## config.mk

```make
export PLATFORM = sky130hd
export DESIGN_NAME = stream_pack
export DESIGN_NICKNAME = d
export VERILOG_FILES = /design/src/rtl/stream_pack.sv
export SDC_FILE = /design/constraint.sdc
export NUM_CORES = 1
export LEC_CHECK = 0
export CORE_UTILIZATION = 30
export DETAILED_ROUTE_END_ITERATION = 12
export PLACE_DENSITY = 0.61
export SKIP_CTS_REPAIR_TIMING = 1
export SLEW_MARGIN = 20
export SYNTH_ARGS = -nofsm -noshare
export SYNTH_HDL_FRONTEND = slang
export SYNTH_SLANG_ARGS = --single-unit
```

## constraint.sdc

```tcl
create_clock -name i_clock -period 5.5 [get_ports i_clock]
set_input_delay 1.65 -clock i_clock [delete_from_list [all_inputs] [get_ports i_clock]]
set_output_delay 1.65 -clock i_clock [all_outputs]
set_load 0.02 [all_outputs]
```

## src/rtl/stream_pack.sv

```systemverilog
// Valid/ready width up-converter: packs RATIO WIDTH-bit words into one output word.
// Optional partial-word flush with lane count when STREAM_PACK_FLUSH_EN is defined.
module stream_pack #(
    parameter int WIDTH = 16,
    parameter int RATIO = 4
) (
    input  logic                     i_clock,
    input  logic                     i_reset,
    input  logic [WIDTH-1:0]         i_in_data,
    input  logic                     i_in_valid,
    output logic                     o_in_ready,
    output logic [WIDTH*RATIO-1:0]   o_out_data,
    output logic                     o_out_valid,
    input  logic                     i_out_ready
`ifdef STREAM_PACK_FLUSH_EN
    ,
    input  logic                     i_flush,
    output logic [$clog2(RATIO+1)-1:0] o_out_lanes
`endif
);

    localparam int CW = $clog2(RATIO);
    localparam int LW = $clog2(RATIO + 1);
    localparam int AW = (RATIO - 1) * WIDTH;
    localparam logic [CW-1:0] LAST = CW'(RATIO - 1);

    logic [CW-1:0]          count_q, count_d;
    logic [AW-1:0]          acc_q, acc_d;
    logic [WIDTH*RATIO-1:0] data_q, data_d;
    logic                   valid_q, valid_d;
    logic                   out_free;
    logic                   in_ready;
    logic                   in_fire;

`ifdef STREAM_PACK_FLUSH_EN
    logic [LW-1:0]          lanes_q, lanes_d;
    logic                   pend_q, pend_d;
    logic                   flush_go;
`endif

    always_comb begin
        count_d  = count_q;
        acc_d    = acc_q;
        data_d   = data_q;
        valid_d  = valid_q;
        out_free = ~valid_q | i_out_ready;
`ifdef STREAM_PACK_FLUSH_EN
        lanes_d  = lanes_q;
        // Input is held off until a pending partial word has launched.
        flush_go = pend_q & (count_q != '0);
        in_ready = ((count_q != LAST) | out_free) & ~flush_go;
`else
        in_ready = (count_q != LAST) | out_free;
`endif
        in_fire  = i_in_valid & in_ready;

        if (valid_q & i_out_ready) begin
            valid_d = 1'b0;
        end

        if (in_fire) begin
            if (count_q == LAST) begin
                data_d  = {i_in_data, acc_q};
                valid_d = 1'b1;
                count_d = '0;
                acc_d   = '0;
`ifdef STREAM_PACK_FLUSH_EN
                lanes_d = LW'(RATIO);
`endif
            end else begin
                acc_d[int'(count_q)*WIDTH +: WIDTH] = i_in_data;
                count_d = count_q + CW'(1);
            end
        end

`ifdef STREAM_PACK_FLUSH_EN
        // Lanes at and above count are already zero in the accumulator.
        if (flush_go & out_free) begin
            data_d  = {{WIDTH{1'b0}}, acc_q};
            valid_d = 1'b1;
            lanes_d = LW'(count_q);
            count_d = '0;
            acc_d   = '0;
        end
        pend_d = (pend_q | i_flush) & (count_d != '0);
`endif
    end

    always_ff @(posedge i_clock or posedge i_reset) begin
        if (i_reset) begin
            count_q <= '0;
            acc_q   <= '0;
            data_q  <= '0;
            valid_q <= 1'b0;
        end else begin
            count_q <= count_d;
            acc_q   <= acc_d;
            data_q  <= data_d;
            valid_q <= valid_d;
        end
    end

`ifdef STREAM_PACK_FLUSH_EN
    always_ff @(posedge i_clock or posedge i_reset) begin
        if (i_reset) begin
            lanes_q <= '0;
            pend_q  <= 1'b0;
        end else begin
            lanes_q <= lanes_d;
            pend_q  <= pend_d;
        end
    end

    assign o_out_lanes = lanes_q;
`endif

    assign o_in_ready  = in_ready;
    assign o_out_data  = data_q;
    assign o_out_valid = valid_q;

endmodule

```

# Word-level counts from Yosys, hierarchy flattened
# Cells that the tools add are included.
# Widths: inputs -> output; s select.
[totals] register_bits=115 inputBits=20 output_inout_bits=66 elab_cells=22
[op_classes] addsub=2 n_eq_ne=2 shifts=2 n_mux=6 bitwise_logic=5 n_reduce_logical=1
[ops] op="$bwmux 48" count=1
[ops] op="$mux 48" count=1
[ops] op="$shift 16x33->48 const A" count=1
[ops] op="$shiftx 16x33->48" count=1
[ops] op="$neg 6->33" count=1
[ops] op="$mux 1" count=3
[ops] op="$add 2x1->2 const B" count=1
[ops] op="$and 1x1->1" count=2
[ops] op="$eq 2x2->1 const B" count=1
[ops] op="$mux 2" count=1
[ops] op="$ne 2x2->1 const B" count=1
[ops] op="$or 1x1->1" count=2
[ops] op="$reduce_and 2->1" count=1
[ops] op="$not 1->1" count=1

# Depth between registers and ports, before layout
# Gate-level depths: netlist of the first run.
[depth] ltp_word=5 depth_mapped=9 depth_no_buf=5

# Worst setup path after synthesis of the first run
# Ideal clock, no wire load.
[synth_path] path_type="input port to output port" from="input port i_out_ready" to="output port o_in_ready" arrival_time_ns=1.846 t_required_ns=3.850 path_slack_ns=2.004 cell_stages=1 n_path_buf=0 cell_sequence="nand3b_4"
[synth_between] elab_chain_len=2
[synth_lines] element="start, declared" line="14" source="input logic i_out_ready"
[synth_lines] element="$or 1x1->1" line="46" source="out_free = ~valid_q | i_out_ready;"
[synth_lines] element="$or 1x1->1" line="53" source="in_ready = (count_q != LAST) | out_free;"
[synth_lines] element="end, declared" line="11" source="output logic o_in_ready,"
# No other way between the ends.

# Final worst setup path of the first run
# Ends and elaborated chain as after synthesis.

==> load_flow_metrics.sql, run 1 <==
INSERT INTO impl_metrics (metric_group, metric, value, unit) VALUES
('routing', 'postRouteWirelength', '9824', 'um'),
('cells_and_area', 'antennaDiodeCount', '0', ''),
('routing', 'detail_route.vias_per_cell', '4.628', ''),
('routing', 'via_count', '2666', ''),
('clocking', 'clk_root_buffer_cell', 'sky130_fd_sc_hd__clkbuf_16', ''),
('cells_and_area', 'layout.cells.most_common', 'sky130_fd_sc_hd__dfrtp_1', ''),
('sta', 'period_needed', '4.575', 'ns'),
('min_path', 'hold-path-cell-count', '1', ''),
('floorplan', 'num_io_pins', '86', ''),
('worst_setup_path', 'reg2reg_slack', '2.51', 'ns'),
('worst_setup_path', 'critical_path.reg2reg.endpoint', 'o_out_data[50]', ''),
('synthesis', 'yosysWarningCount', '0', ''),
('worst_setup_path', 'critical_path_peak_fanout', '7', ''),
('pwr', 'max-vdd-ir-drop', '0.0002131', 'V'),
('sta', 'final-max-slew-violation-count', '0', ''),
('sta', 'max_slew_margin', '39.90', '%'),
('worst_setup_path', 'critical_path_arrival', '2.93', 'ns'),
('floorplan', 'fp.dieArea', '15840', 'um^2'),
('routing', 'drt_first_pass_iters', '4', ''),
('grt', 'grt_pass1_wl', '16350', 'um'),
('placed_design', 'placed_cells_incl_taps', '547', ''),
('sta', 'min_period_over_period', '83.19', '%'),
('synthesis', 'synth-seq-area-share', '62.52', '%'),
('sta', 'finalHoldViolCount', '0', ''),
('job', 'drv_cap', '0', ''),
('grt', 'groute.usage.overall', '13.72', '%'),
('pwr', 'power_density_over_the_cells', '588.4', 'nW/um^2'),
('worst_setup_path', 'critical_path.endpoint_type', 'output pin', ''),
('cells_and_area', 'num-fill-cells', '1317', ''),
('placed_design', 'gp_routability_congestion', '0.7356', ''),
('placed_design', 'dp.final_hpwl', '6630', 'um'),
('routing', 'routed_wire_length_per_instance', '17.06', 'um'),
('routing', 'drc', '0', ''),
('floorplan', 'die_height', '125.9', 'um'),
('clocking', 'cts-buffers-inserted', '17', ''),
('cells_and_area', 'stdcell_area', '6170', 'um^2'),
('synthesis', 'ys_seq_elements', '115', ''),
('sta', 'rsz_0062_raised_after_global_routing', 'false', ''),
('synthesis', 'syn_std_cell_area', '4603', 'um^2'),
('sta', 'setup_viol', '0', ''),
('worst_setup_path', 'regToRegStartpoint', 'count_q[0]', ''),
('floorplan', 'die_width', '125.9', 'um'),
('outcome', 'status', 'completed', ''),
('placed_design', 'number_of_buffers_inserted_by_port_buffering', '85', ''),
('grt', 'grt_pass1_vias', '2917', ''),
('cells_and_area', 'post-route-util', '41.82', '%'),
('cells_and_area', 'finish.cell_count_without_fillers', '576', ''),
('routing', 'drt_initial_violations', '98', ''),
('min_path', 'hold_path.class', 'flop to flop', ''),
('placed_design', 'placed_cell_area', '5593', 'um^2'),
('clocking', 'htree_num_levels', '4', ''),
('clocking', 'path_clk_slew', '0.05', 'ns'),
('synthesis', 'mapped_nets', '317', ''),
('sta', 'worstMarginPinSlew', '0.9015', 'ns'),
('worst_setup_path', 'critPathKind', 'input pin to output pin', ''),
('worst_setup_path', 'cp_data_required_time', '3.85', 'ns'),
('grt', 'globalRouteOverflowTotal', '0', ''),
('clocking', 'clock_path_buffers', '2', ''),
('floorplan', 'std_cell_rows', '44', ''),
('sta', 'worst_clock_skew', '0.004652', 'ns'),
('grt', 'largest_net_degree_at_the_start_of_global_routing', '76', ''),
('cells_and_area', 'area_growth_syn_to_layout', '34.03', '%'),
('sta', 'setup_tns', '0', 'ns'),
('clocking', 'tritoncts', 'yes', ''),
('clocking', 'clk-insertion-delay-late', '0.40', 'ns'),
('pwr', 'total_leakage_power', '0.002854', 'uW'),
('cells_and_area', 'mostFrequentLayoutCells', 'sky130_fd_sc_hd__dfrtp_1, sky130_fd_sc_hd__clkdlybuf4s50_1, sky130_fd_sc_hd__mux2_2', ''),
('floorplan', 'core_area', '14750', 'um^2'),
('grt', 'antenna_violations_before_repair', '0', ''),
('worst_setup_path', 'setup.worst_path.start_class', 'input pin', ''),
('clocking', 'cts.sinks', '115', ''),
('cells_and_area', 'final_layout_size_suffix_gt1_share', '29.34', '%'),
('cells_and_area', 'nNetsFinal', '407', ''),
('sta', 'achievable_frequency', '218.6', 'MHz'),
('floorplan', 'floorplan.initialDensity', '31.20', '%'),
('synthesis', 'netlist_instances', '292', ''),
('worst_setup_path', 'setup.worst_path.end', 'o_in_ready', ''),
('worst_setup_path', 'start_point_of_the_critical_path', 'i_out_ready', ''),
('routing', 'postRouteAntennaNets', '0', ''),
('synthesis', 'postSynthAreaPerCell', '15.76', 'um^2'),
('worst_setup_path', 'reg2regPathDepth', '5', ''),
('synthesis', 'synth.distinct_cells', '30', '');
[cell families (layout without fill, tap and decap cells)]
kind of cell / count (synthesis) / count (layout) / share of synthesized area [%]
mux: 81 / 81 / 20.63
fa+ha+maj: 5 / 5 / 1.359
simple gates: 30 / 30 / 4.920
compound gates: 37 / 37 / 6.823
buf+inv: 24 / 124 / 3.751
flops: 115 / 115 / 62.52
[cells in the mapped netlist]
library cell | number | area, um^2
sky130_fd_sc_hd__dfrtp_1 | 115 | 2878
sky130_fd_sc_hd__mux2_2 | 67 | 754.5
sky130_fd_sc_hd__a22o_1 | 30 | 262.8
sky130_fd_sc_hd__nor3b_1 | 15 | 112.6
sky130_fd_sc_hd__mux2_4 | 10 | 150.1
sky130_fd_sc_hd__buf_6 | 6 | 67.56
sky130_fd_sc_hd__buf_2 | 5 | 25.02
sky130_fd_sc_hd__buf_4 | 5 | 37.54
sky130_fd_sc_hd__ha_1 | 5 | 62.56
sky130_fd_sc_hd__inv_1 | 5 | 18.77
sky130_fd_sc_hd__mux2_1 | 4 | 45.04
sky130_fd_sc_hd__nand2_1 | 4 | 15.01
sky130_fd_sc_hd__a21oi_1 | 2 | 10.01
sky130_fd_sc_hd__nand2b_1 | 2 | 12.51
sky130_fd_sc_hd__nand4bb_1 | 2 | 22.52
sky130_fd_sc_hd__a31o_2 | 1 | 8.760
sky130_fd_sc_hd__a31oi_1 | 1 | 6.260
sky130_fd_sc_hd__buf_8 | 1 | 15.01
sky130_fd_sc_hd__clkbuf_1 | 1 | 3.750
sky130_fd_sc_hd__clkbuf_2 | 1 | 5.000
sky130_fd_sc_hd__nand3b_1 | 1 | 7.510
sky130_fd_sc_hd__nand3b_4 | 1 | 20.02
sky130_fd_sc_hd__nor2_1 | 1 | 3.750
sky130_fd_sc_hd__nor2b_1 | 1 | 6.260
sky130_fd_sc_hd__nor3_1 | 1 | 5.000
sky130_fd_sc_hd__nor4_1 | 1 | 6.260
sky130_fd_sc_hd__nor4b_2 | 1 | 15.01
sky130_fd_sc_hd__o211a_1 | 1 | 10.01
sky130_fd_sc_hd__o211ai_1 | 1 | 7.510
sky130_fd_sc_hd__o2bb2ai_1 | 1 | 8.760
[area by class of cell]
cell class,instances,area [um^2],area share (%)
clock buffer,24,501.7,8.132
clock inverter,5,75.07,1.217
inverter,5,21.27,0.3448
multi-input combinational,153,1563,25.33
sequential,115,2878,46.64
tap,184,230.2,3.731
timing repair buffer,90,900.9,14.60
[per-stage QoR]
step	setup WS, ns	power [uW]	hold slack (ns)
2_1_floorplan	0.8059	2077	0.4523
3_3_place_gp	0.9482	2571	0.4709
3_5_place_dp	0.9410	2605	0.4856
4_1_cts	0.9282	3684	0.4974
5_1_grt	0.8881	3830	0.5143
6_report	0.9246	3630	0.4916
[state kept, by name, indices dropped and copies added (netlist names)]
name	flops
o_out_valid	1
acc_q	48
count_q	2
o_out_data	64
[critical path, cell delays in order]
cell	delay [ns]
sky130_fd_sc_hd__clkdlybuf4s50_1	0.48
sky130_fd_sc_hd__nand3b_4	0.17
sky130_fd_sc_hd__clkdlybuf4s50_1	0.62
[where the power goes]
group          internal (uW)  leakage (uW)  switching [uW]
clock                    715      0.000288             345
sequential              1140       0.00155             190
combinational            643       0.00101             594
total                   2500       0.00285            1130
[how the worst min path moves through the flow]
stage | to | slack [ns] | start
after global routing | acc_q[44] | 0.51 | acc_q[44]
after detailed placement | o_out_data[28] | 0.49 | o_out_data[28]
after floorplan | acc_q[15] | 0.45 | acc_q[15]
final | o_out_data[28] | 0.49 | o_out_data[28]
after global placement | o_out_data[11] | 0.47 | o_out_data[11]
after CTS | o_out_data[28] | 0.50 | o_out_data[28]
[metal layers]
layer	vias to the layer above	track usage [%]	wire length, um
met5	-	0	0
met4	0	5.953	138
met1	1367	18.24	4653
met2	53	20.13	4579
li1	1237	-	-
met3	9	4.928	454
Note: power is estimated with default switching activity, not from simulation.
==> run 2, diff against run 1 <==
--- a/config.mk
+++ b/config.mk
@@ -7,7 +7,7 @@
 export LEC_CHECK = 0
 export CORE_UTILIZATION = 30
 export DETAILED_ROUTE_END_ITERATION = 12
-export PLACE_DENSITY = 0.61
+export PLACE_DENSITY = 0.63
 export SKIP_CTS_REPAIR_TIMING = 1
 export SLEW_MARGIN = 20
 export SYNTH_ARGS = -nofsm -noshare
==> constraint.sdc (replaced) <==
create_clock -name i_clock -period 3.8 [get_ports i_clock]
set_input_delay 1.14 -clock i_clock [delete_from_list [all_inputs] [get_ports i_clock]]
set_output_delay 1.14 -clock i_clock [all_outputs]
set_load 0.02 [all_outputs]
==> load_flow_metrics.sql, run 2 (synthesis gave the netlist of run 1 again) <==
INSERT INTO impl_metrics (metric_group, metric, value, unit) VALUES
('sta', 'final-max-slew-violation-count', '0', ''),
('clocking', 'htree_num_levels', '4', ''),
('worst_setup_path', 'setup.worst_path.start_class', 'input pin', ''),
('min_path', 'hold_path.class', 'flop to flop', ''),
('pwr', 'design_power_total', '5424', 'uW'),
('worst_setup_path', 'critical_path_peak_fanout', '7', ''),
('sta', 'worstMarginPinSlew', '0.8102', 'ns'),
('clocking', 'tritoncts', 'yes', ''),
('clocking', 'clock_path_buffers', '2', ''),
('clocking', 'cts.sinks', '115', ''),
('worst_setup_path', 'cp_data_required_time', '2.66', 'ns'),
('sta', 'min_period_over_period', '94.80', '%'),
('grt', 'largest_net_degree_at_the_start_of_global_routing', '64', ''),
('routing', 'drt_first_pass_iters', '4', ''),
('placed_design', 'gp_routability_congestion', '0.7260', ''),
('cells_and_area', 'mostFrequentLayoutCells', 'sky130_fd_sc_hd__dfrtp_1, sky130_fd_sc_hd__clkdlybuf4s50_1, sky130_fd_sc_hd__mux2_2', ''),
('cells_and_area', 'final_layout_size_suffix_gt1_share', '30.08', '%'),
('cells_and_area', 'num-fill-cells', '1342', ''),
('sta', 'setup_viol', '0', ''),
('worst_setup_path', 'cpLargestDelayFamily', 'buffers and inverters', ''),
('floorplan', 'std_cell_rows', '44', ''),
('pwr', 'max-vdd-ir-drop', '0.0003329', 'V'),
('worst_setup_path', 'crit_path_max_incr_delay', '0.64', 'ns'),
('routing', 'postRouteAntennaNets', '0', ''),
('sta', 'period_needed', '3.602', 'ns'),
('cells_and_area', 'nNetsFinal', '411', ''),
('floorplan', 'die_width', '125.9', 'um'),
('cells_and_area', 'post-route-util', '42.52', '%'),
('placed_design', 'placed_cell_area', '5634', 'um^2'),
('sta', 'worst_clock_skew', '0.006493', 'ns'),
('placed_design', 'number_of_buffers_inserted_by_port_buffering', '85', ''),
('cells_and_area', 'max_ffs_per_register', '64', ''),
('worst_setup_path', 'timing.critical_path.buf_inv', '2', ''),
('routing', 'routed_wire_length_per_instance', '17.31', 'um'),
('cells_and_area', 'layout.cells.most_common', 'sky130_fd_sc_hd__dfrtp_1', ''),
('grt', 'grt_pass1_vias', '2937', ''),
('sta', 'finalWorstSetupSlack', '0.1977', 'ns'),
('cells_and_area', 'multiInputGateArea', '1560', 'um^2'),
('routing', 'detail_route.vias_per_cell', '4.654', ''),
('placed_design', 'detailedPlace.worstSlack', '0.2073', 'ns'),
('sta', 'achievable_frequency', '277.6', 'MHz'),
('floorplan', 'num_io_pins', '86', ''),
('routing', 'via_count', '2713', ''),
('worst_setup_path', 'critPathKind', 'input pin to output pin', ''),
('cells_and_area', 'area_growth_syn_to_layout', '36.29', '%'),
('cells_and_area', 'area.sequential', '2878', 'um^2'),
('sta', 'rsz_0062_raised_after_global_routing', 'false', ''),
('worst_setup_path', 'crit_path_frequent_cell', 'sky130_fd_sc_hd__clkdlybuf4s50_1', ''),
('clocking', 'clk-insertion-delay-late', '0.40', 'ns'),
('grt', 'antenna_violations_before_repair', '0', ''),
('routing', 'drt_initial_violations', '132', ''),
('pwr', 'total_leakage_power', '0.002891', 'uW'),
('cells_and_area', 'stdcell_area', '6274', 'um^2'),
('pwr', 'power_density_over_the_cells', '864.6', 'nW/um^2'),
('worst_setup_path', 'cp_slowest_cell', 'sky130_fd_sc_hd__clkdlybuf4s50_1', ''),
('floorplan', 'fp.dieArea', '15840', 'um^2'),
('placed_design', 'dp.final_hpwl', '6686', 'um'),
('outcome', 'status', 'completed', ''),
('routing', 'postRouteWirelength', '10090', 'um'),
('worst_setup_path', 'critical_path_arrival', '2.46', 'ns'),
('grt', 'groute.usage.overall', '13.73', '%'),
('job', 'drv_cap', '0', ''),
('worst_setup_path', 'cp_cell_sequence', 'clkdlybuf4s50_1 > nand3b_4 > clkdlybuf4s50_1', ''),
('cells_and_area', 'antennaDiodeCount', '0', ''),
('grt', 'globalRouteOverflowTotal', '0', ''),
('routing', 'drc', '0', ''),
('worst_setup_path', 'critical_path.endpoint_type', 'output pin', ''),
('floorplan', 'core_area', '14750', 'um^2'),
('grt', 'grt_pass1_wl', '16620', 'um'),
('clocking', 'cts-buffers-inserted', '17', ''),
('sta', 'setup_tns', '0', 'ns'),
('clocking', 'clk_root_buffer_cell', 'sky130_fd_sc_hd__clkbuf_16', ''),
('floorplan', 'floorplan.initialDensity', '31.20', '%'),
('sta', 'max_slew_margin', '45.68', '%'),
('sta', 'finalHoldViolCount', '0', ''),
('floorplan', 'die_height', '125.9', 'um'),
('clocking', 'path_clk_slew', '0.05', 'ns');
-- run 2: cell count changes in the layout (fill, tap and decap cells not counted), sizes merged --
cell	before	now
clkinv	3	1
bufinv	2	4
buf	5	9
inv	5	4
clkinvlp	0	4
-- run 2: path summary, 6_finish.rpt --
path,start,endpoint,slack [ns],cells after the start
max in group asynchronous,i_reset,acc_q[38],2.27,3
max reg2reg,count_q[0],acc_q[43],1.25,6
min,o_out_data[14],o_out_data[14],0.49,1
max,i_out_ready,o_in_ready,0.20,3
min reg2reg,o_out_data[14],o_out_data[14],0.49,1
min in group asynchronous,i_reset,acc_q[12],1.21,3
-- run 2: through the flow --
step	hold WS, ns	instances
2_1_floorplan	0.4523	292
4_1_cts	0.4953	583
3_5_place_dp	0.4840	551
3_3_place_gp	0.4724	551
5_1_grt	0.5169	583
6_report	0.4914	583
-- run 2: worst reg2reg max path: cells and delay by family, from the launching register on --
| family | cells | cell delay, ns |
|---|---|---|
| AND/OR/NAND/NOR | 2 | 1.13 |
| buffers and inverters | 2 | 0.42 |
| adder cells (fa/ha/maj) | 1 | 0.38 |
| flip-flops | 1 | 0.34 |
| multiplexers | 1 | 0.21 |
-- run 2: power breakdown --
group          switching [uW]  leakage, uW  internal, uW
clock network             527     0.000303          1170
logic                     901      0.00104           940
registers                 234      0.00155          1660
total                    1660      0.00289          3760
-- run 2: per-layer routing --
layer | wire length (um) | track usage [%] | share of wire, % | up-vias
met1 | 4854 | 18.36 | 48 | 1392
li1 | - | - | - | 1266
met5 | 0 | 0 | 0 | -
met3 | 548 | 5.013 | 5.4 | 7
met2 | 4593 | 20.33 | 46 | 48
met4 | 97 | 5.174 | 0.96 | 0
-- run 2: layout make-up --
class / count / share of cell area (%)
Multi-Input combinational cell: 153 / 24.87
Sequential cell: 115 / 45.87
Inverter: 5 / 0.3590
Timing Repair Buffer: 94 / 15.04
Clock inverter: 8 / 2.353
Tap cell: 184 / 3.670
Clock buffer: 24 / 7.838
